`src/rtl/bp_pkg.sv`:
```
// Shared definitions for the fetch-stage branch predictor: opcodes, table entry
// layout, op-class decode values and counter helpers.
package bp_pkg;

  localparam logic [5:0] OP_J   = 6'h02;
  localparam logic [5:0] OP_JAL = 6'h03;
  localparam logic [5:0] OP_BEQ = 6'h04;
  localparam logic [5:0] OP_BNE = 6'h05;

  // Storage ceilings; the module's TAG_BITS/CTR_BITS must not exceed these and
  // only the low TAG_BITS/CTR_BITS bits of each field carry state.
  localparam int MAX_TAG_BITS = 30;
  localparam int MAX_CTR_BITS = 16;

  typedef logic [MAX_CTR_BITS-1:0] ctr_t;

  typedef struct packed {
    logic                    valid;
    logic [MAX_TAG_BITS-1:0] tag;
    ctr_t                    ctr;
  } entry_t;

  typedef enum logic [1:0] {
    CLS_OTHER  = 2'd0,
    CLS_JUMP   = 2'd1,
    CLS_BRANCH = 2'd2
  } op_class_e;

  function automatic ctr_t weak_taken(input int unsigned ctr_bits);
    return ctr_t'(32'd1 << (ctr_bits - 32'd1));
  endfunction

  function automatic ctr_t weak_not_taken(input int unsigned ctr_bits);
    return ctr_t'((32'd1 << (ctr_bits - 32'd1)) - 32'd1);
  endfunction

  function automatic ctr_t sat_update(input ctr_t ctr, input logic up,
                                      input int unsigned ctr_bits);
    ctr_t max_val;
    max_val = ctr_t'((32'd1 << ctr_bits) - 32'd1);
    if (up) return (ctr == max_val) ? ctr : ctr + ctr_t'(1);
    return (ctr == '0) ? ctr : ctr - ctr_t'(1);
  endfunction

endpackage

```
`src/rtl/target_calc.sv`:
```
// Combinational next-PC / jump-target / branch-target and opcode-class decode
// for the instruction currently in fetch.
module target_calc
  import bp_pkg::*;
(
  input  logic [31:0] pc,
  input  logic [31:0] instr,
  output logic [31:0] next_pc,
  output logic [31:0] jta,
  output logic [31:0] bta,
  output op_class_e   op_class,
  output logic        backward
);

  logic [5:0]  opcode;
  logic [15:0] imm;

  assign opcode   = instr[31:26];
  assign imm      = instr[15:0];
  assign next_pc  = pc + 32'd4;
  assign jta      = {next_pc[31:28], instr[25:0], 2'b00};
  assign bta      = next_pc + {{14{imm[15]}}, imm, 2'b00};
  assign backward = imm[15];

  always_comb begin
    op_class = CLS_OTHER;
    case (opcode)
      OP_J, OP_JAL:     op_class = CLS_JUMP;
      OP_BEQ, OP_BNE:   op_class = CLS_BRANCH;
      default:          op_class = CLS_OTHER;
    endcase
  end

endmodule

```
`src/rtl/branch_predictor.sv`:
```
// Dynamic BEQ/BNE predictor with tagged saturating-counter table, static
// backward-taken fallback, execute-stage training and accuracy statistics.
module branch_predictor
  import bp_pkg::*;
#(
  parameter int INDEX_BITS = 6,
  parameter int TAG_BITS   = 8,
  parameter int CTR_BITS   = 2,
  parameter int STAT_W     = 32,
  parameter int DYNAMIC    = 1
) (
  input  logic              clk,
  input  logic              resetn,
  input  logic [31:0]       fetch_pc,
  input  logic [31:0]       fetch_instr,
  output logic [31:0]       pred_pc,
  output logic              pred_taken,
  input  logic              upd_valid,
  input  logic [31:0]       upd_pc,
  input  logic              upd_taken,
  input  logic              upd_mispredict,
  output logic [STAT_W-1:0] branch_count,
  output logic [STAT_W-1:0] mispredict_count
);

  localparam int ENTRIES = 1 << INDEX_BITS;
  localparam entry_t RESET_ENTRY = '{valid: 1'b0, tag: '0,
                                     ctr: weak_not_taken(CTR_BITS)};

  entry_t entry_q [ENTRIES];
  entry_t entry_d [ENTRIES];

  logic [STAT_W-1:0] branch_count_q, branch_count_d;
  logic [STAT_W-1:0] mispredict_count_q, mispredict_count_d;

  logic [INDEX_BITS-1:0] fetch_idx, upd_idx;
  logic [TAG_BITS-1:0]   fetch_tag, upd_tag;

  logic [31:0] next_pc, jta, bta;
  op_class_e   op_class;
  logic        backward;

  logic   fetch_hit, upd_hit, branch_taken;
  entry_t new_entry;
  logic   unused_upd_pc;

  assign fetch_idx = fetch_pc[INDEX_BITS+1:2];
  assign fetch_tag = fetch_pc[INDEX_BITS+TAG_BITS+1:INDEX_BITS+2];
  assign upd_idx   = upd_pc[INDEX_BITS+1:2];
  assign upd_tag   = upd_pc[INDEX_BITS+TAG_BITS+1:INDEX_BITS+2];
  assign unused_upd_pc = ^upd_pc;

  target_calc u_target_calc (
    .pc       (fetch_pc),
    .instr    (fetch_instr),
    .next_pc  (next_pc),
    .jta      (jta),
    .bta      (bta),
    .op_class (op_class),
    .backward (backward)
  );

  // Lookup reads registered state only, so a same-cycle update is not bypassed.
  assign fetch_hit = (DYNAMIC != 0) && entry_q[fetch_idx].valid &&
                     (entry_q[fetch_idx].tag[TAG_BITS-1:0] == fetch_tag);
  assign branch_taken = fetch_hit ? entry_q[fetch_idx].ctr[CTR_BITS-1] : backward;

  always_comb begin
    pred_pc    = next_pc;
    pred_taken = 1'b0;
    case (op_class)
      CLS_JUMP: begin
        pred_pc    = jta;
        pred_taken = 1'b1;
      end
      CLS_BRANCH: begin
        pred_taken = branch_taken;
        pred_pc    = branch_taken ? bta : next_pc;
      end
      default: begin
        pred_pc    = next_pc;
        pred_taken = 1'b0;
      end
    endcase
  end

  assign upd_hit = entry_q[upd_idx].valid &&
                   (entry_q[upd_idx].tag[TAG_BITS-1:0] == upd_tag);

  always_comb begin
    new_entry = '0;
    if (upd_hit) begin
      new_entry = entry_q[upd_idx];
      new_entry.ctr = sat_update(entry_q[upd_idx].ctr, upd_taken, CTR_BITS);
    end else begin
      new_entry.valid = 1'b1;
      new_entry.tag[TAG_BITS-1:0] = upd_tag;
      new_entry.ctr = upd_taken ? weak_taken(CTR_BITS) : weak_not_taken(CTR_BITS);
    end
  end

  for (genvar gi = 0; gi < ENTRIES; gi++) begin : g_entry
    always_comb begin
      entry_d[gi] = entry_q[gi];
      if (upd_valid && (upd_idx == INDEX_BITS'(gi))) entry_d[gi] = new_entry;
    end

    always_ff @(posedge clk or negedge resetn) begin
      if (!resetn) entry_q[gi] <= RESET_ENTRY;
      else         entry_q[gi] <= entry_d[gi];
    end
  end

  // Statistics stick at all-ones rather than wrapping.
  always_comb begin
    branch_count_d     = branch_count_q;
    mispredict_count_d = mispredict_count_q;
    if (upd_valid) begin
      if (branch_count_q != '1) branch_count_d = branch_count_q + 1'b1;
      if (upd_mispredict && (mispredict_count_q != '1))
        mispredict_count_d = mispredict_count_q + 1'b1;
    end
  end

  always_ff @(posedge clk or negedge resetn) begin
    if (!resetn) begin
      branch_count_q     <= '0;
      mispredict_count_q <= '0;
    end else begin
      branch_count_q     <= branch_count_d;
      mispredict_count_q <= mispredict_count_d;
    end
  end

  assign branch_count     = branch_count_q;
  assign mispredict_count = mispredict_count_q;

endmodule

```
`config.mk`:
```
export PLATFORM = sky130hd
export DESIGN_NAME = branch_predictor
export DESIGN_NICKNAME = d
export VERILOG_FILES = /design/src/rtl/bp_pkg.sv /design/src/rtl/target_calc.sv /design/src/rtl/branch_predictor.sv
export SDC_FILE = /design/constraint.sdc
export NUM_CORES = 2
export LEC_CHECK = 0
export CELL_PAD_IN_SITES_DETAIL_PLACEMENT = 1
export CELL_PAD_IN_SITES_GLOBAL_PLACEMENT = 1
export CORE_MARGIN = 4
export CORE_UTILIZATION = 45
export DETAILED_ROUTE_END_ITERATION = 6
export GPL_TIMING_DRIVEN = 0
export PLACE_DENSITY = 0.72
export SYNTH_ARGS = -nofsm -noshare
export SYNTH_HDL_FRONTEND = slang
export SYNTH_SLANG_ARGS = --single-unit
```
`constraint.sdc`:
```
create_clock -name clk -period 10.9 [get_ports clk]
set_clock_uncertainty 0.2 [all_clocks]
set_input_delay 2.725 -clock clk [delete_from_list [all_inputs] [get_ports clk]]
set_output_delay 2.725 -clock clk [all_outputs]
set_load 0.01 [all_outputs]
```
==> results.ini <==
[global_route]
grt_max_degree = 175
grt_pass1_vias = 73300
grt_overflow_total = 0
antenna_found_initial = 25
grt_pass1_wl_mm = 577
globalRouteTotalUtil_pct = 43.7

[floorplanning]
die_area_sq_um = 190000
initial_utilization_pct = 45.4
core_sq_um = 182000
die_width_um = 436
num_io_pins = 198
num_rows = 156
dieHeight_um = 436

[layout]
stdcell_area_sq_um = 95900
nets = 8564
drive_gt1_share_pct = 16.1
fin_cells = 11000
area_growth_syn_to_layout_pct = 16.3

[logic_synthesis]
synth_largest_area_cell = dfrtp_1
yosysMostFrequentCell = nand2_1
synth_top_family_by_area = multiplexers
yosys.area_share.simple_pct = 15.5
synth_fa_ha_area_share_pct = 0.647
synthMuxAreaShare_pct = 16.2
synth-edff-count = 0
synth_compound_area_share_pct = 11.5
synth_top_area_share_pct = 48.6
synth_area_leaders = dfrtp_1 (49%), mux4_2 (15%), nand2_1 (11%), o21ai_0 (5.7%), clkbuf_1 (2.2%)
syn_inst = 8000
synth-seq-area-share_pct = 50.6
yosys.area_share.xor_xnor_pct = 1.47
ys_types = 87
syn_area_sq_um = 82400
synthTopCellsByCount = nand2_1 (2523), dfrtp_1 (1600), o21ai_0 (944)
syn_nets = 8143
ys_warn_count = 0
ys_ff_latch = 1664
synth_flop_cell = dfrtp_1
syn_area_per_cell_sq_um = 10.3
async_flop_share_pct = 100

[worst_setup_path]
end_kind = register
startpoint_type = primary input
crit_type = primary input to register
critPathMaxFanout = 10
arrival_ns = 11.62
cp.required_ns = 11.40

[placed_design]
io_buffers = 172
place_area_sq_um = 87600
hpwl_mm = 316
gp_congestion = 1.02
post-place-cells = 10600
pre_cts_slack_ns = -3.99

[clock_tree]
htree_levels = 4
clk_pin_slew_worst_paths_ns = 0.06
cts_tree = done
numClockSinks = 1664
clk_latency_ns = 0.89
root_buffer = clkbuf_16
postCtsHoldBufs = 0
cts-root-to-sink-buffers = 3
cts_inserted_buffers = 185

[route]
drcViolationCount = 2
dr.first_iter.drc_count = 10600
vias = 73600
wl_per_cell_um = 38.3
postRouteAntennaNets = 0
viasPerCell = 6.71
dr.pass1.iters = 7
drt_wl_total_mm = 421

[sta]
post-route-min-period_ns = 11.12
fin_crit_sh_pct = 102
maxSlewViolCount = 46
tightest_slew_ns = 1.70
fin_ws_ns = -0.215
max_freq_mhz = 90.0
hold_viol = 0
maxSlewHeadroom_pct = -13.5
finalSetupViolCount = 175

[power_and_ir_drop]
vdd_drop_max_mv = 0.134
p_leak_nw = 42.5
power.density_nw_per_um2 = 172
power_mw = 16.5

[outcome]
violations = design-rule violations, max-capacitance violations, max-slew violations, negative setup slack
status = finished, violations left

[flow_run]
drv_cap = 4

[min_path]
hold_path_class = register to register

metal layers:
layer	vias to the layer above	global-route usage, %	share of wire [%]
li1	28700	-	-
met4	20	20.2	5.5
met2	5104	60.0	41
met1	38800	57.9	38
met3	996	21.2	15
met5	-	1.01	0.089
cell families after synthesis:
group / Yosys count
mux: 667
simple gates: 3163
compound gates: 1565
fa+ha+maj: 42
xor+xnor: 138
flops: 1664
buf+inv: 761
through the flow:
| step | setup TNS, ns | util, % | hold WS (ns) |
|---|---|---|---|
| floorplan | 0 | - | 0.242 |
| finish | -12.48 | 52.8 | 0.266 |
| global placement | - | 48.0 | 0.250 |
| detailed placement | -1834.33 | 48.3 | 0.259 |
| global route | -0.0289 | 52.8 | 0.278 |
| CTS | 0 | 52.6 | 0.267 |
cell usage in the layout (no fill, tap or decap), drive strengths merged, types with 12 or more instances in the layout:
cell type / netlist / layout
bufinv: 0 / 24
buf: 240 / 299
nand4: 30 / 30
clkdlybuf4s50: 0 / 155
inv: 39 / 45
ha: 41 / 41
nor2b: 21 / 21
a22o: 51 / 51
a221oi: 48 / 48
nor2: 281 / 281
mux2i: 115 / 115
nor3: 31 / 31
diode: 0 / 27
clkbuf: 481 / 750
a211oi: 16 / 16
mux2: 17 / 17
o22ai: 17 / 17
o21ai: 1003 / 1003
clkinv: 1 / 41
mux4: 535 / 535
o221ai: 30 / 30
xnor2: 79 / 79
a22oi: 134 / 134
a21oi: 166 / 166
dfstp: 64 / 64
nand2: 2523 / 2523
nand2b: 78 / 78
nand3: 76 / 76
xor2: 59 / 59
o211ai: 12 / 12
dfrtp: 1600 / 1600
and3: 42 / 42
a222oi: 15 / 15
and2: 12 / 12
layout make-up:
cell class | count | area, sq um
Timing Repair Buffer | 239 | 2670
Multi-Input combinational cell | 5575 | 37700
Clock buffer | 268 | 5370
Antenna cell | 27 | 67.6
Fill cell | 19700 | 85700
Inverter | 40 | 154
Tap cell | 2370 | 2970
Sequential cell | 1664 | 41700
Buffer | 716 | 3970
Clock inverter | 77 | 1210
worst paths after layout:
| check | cells after the start | to | slack [ns] | from |
|---|---|---|---|---|
| worst max-delay path | 21 | entry_q[1282] | -0.22 | upd_pc[3] |
| worst min-delay path | 2 | entry_q[611] | 0.27 | entry_q[611] |
| worst max register to register | 12 | entry_q[814] | 4.32 | entry_q[948] |
| worst min register to register | 2 | entry_q[611] | 0.27 | entry_q[611] |
| max in group asynchronous | 5 | entry_q[2372] | 5.62 | resetn |
| min in group asynchronous | 2 | entry_q[575] | 1.75 | resetn |
flip-flops by register name, summed over array words and instances (netlist names):
| register | cells |
|---|---|
| branch_count | 32 |
| mispredict_count | 32 |
| entry_q | 1600 |
power breakdown:
group	switching, mW	internal [mW]	leakage (nW)
logic	1.56	0.948	16.9
clock network	2.89	4.01	3.22
registers	0.436	6.67	22.4
what timing repair did:
| action | CTS | global route |
|---|---|---|
| pin swaps | 11 | 12 |
| setup endpoints to repair | 1055 | 488 |
| setup buffers | 31 | 17 |
| resized for setup | 271 | 58 |
worst max-delay path, cell delays in order:
cell	delay (ns)
buf_2	0.25
buf_2	0.48
buf_2	0.75
clkbuf_4	0.71
buf_2	0.61
clkbuf_4	0.70
mux4_2	0.45
a22oi_1	0.18
nand2_1	0.16
a22oi_1	0.54
o221ai_1	0.58
inv_1	0.28
ha_1	0.34
nor3b_1	0.20
nor4bb_1	0.24
clkbuf_1	0.40
nor3_1	0.13
nor3_1	0.20
nand3b_1	0.67
clkbuf_1	0.66
o21ai_0	0.25
Note: power is estimated with default switching activity, not from simulation.
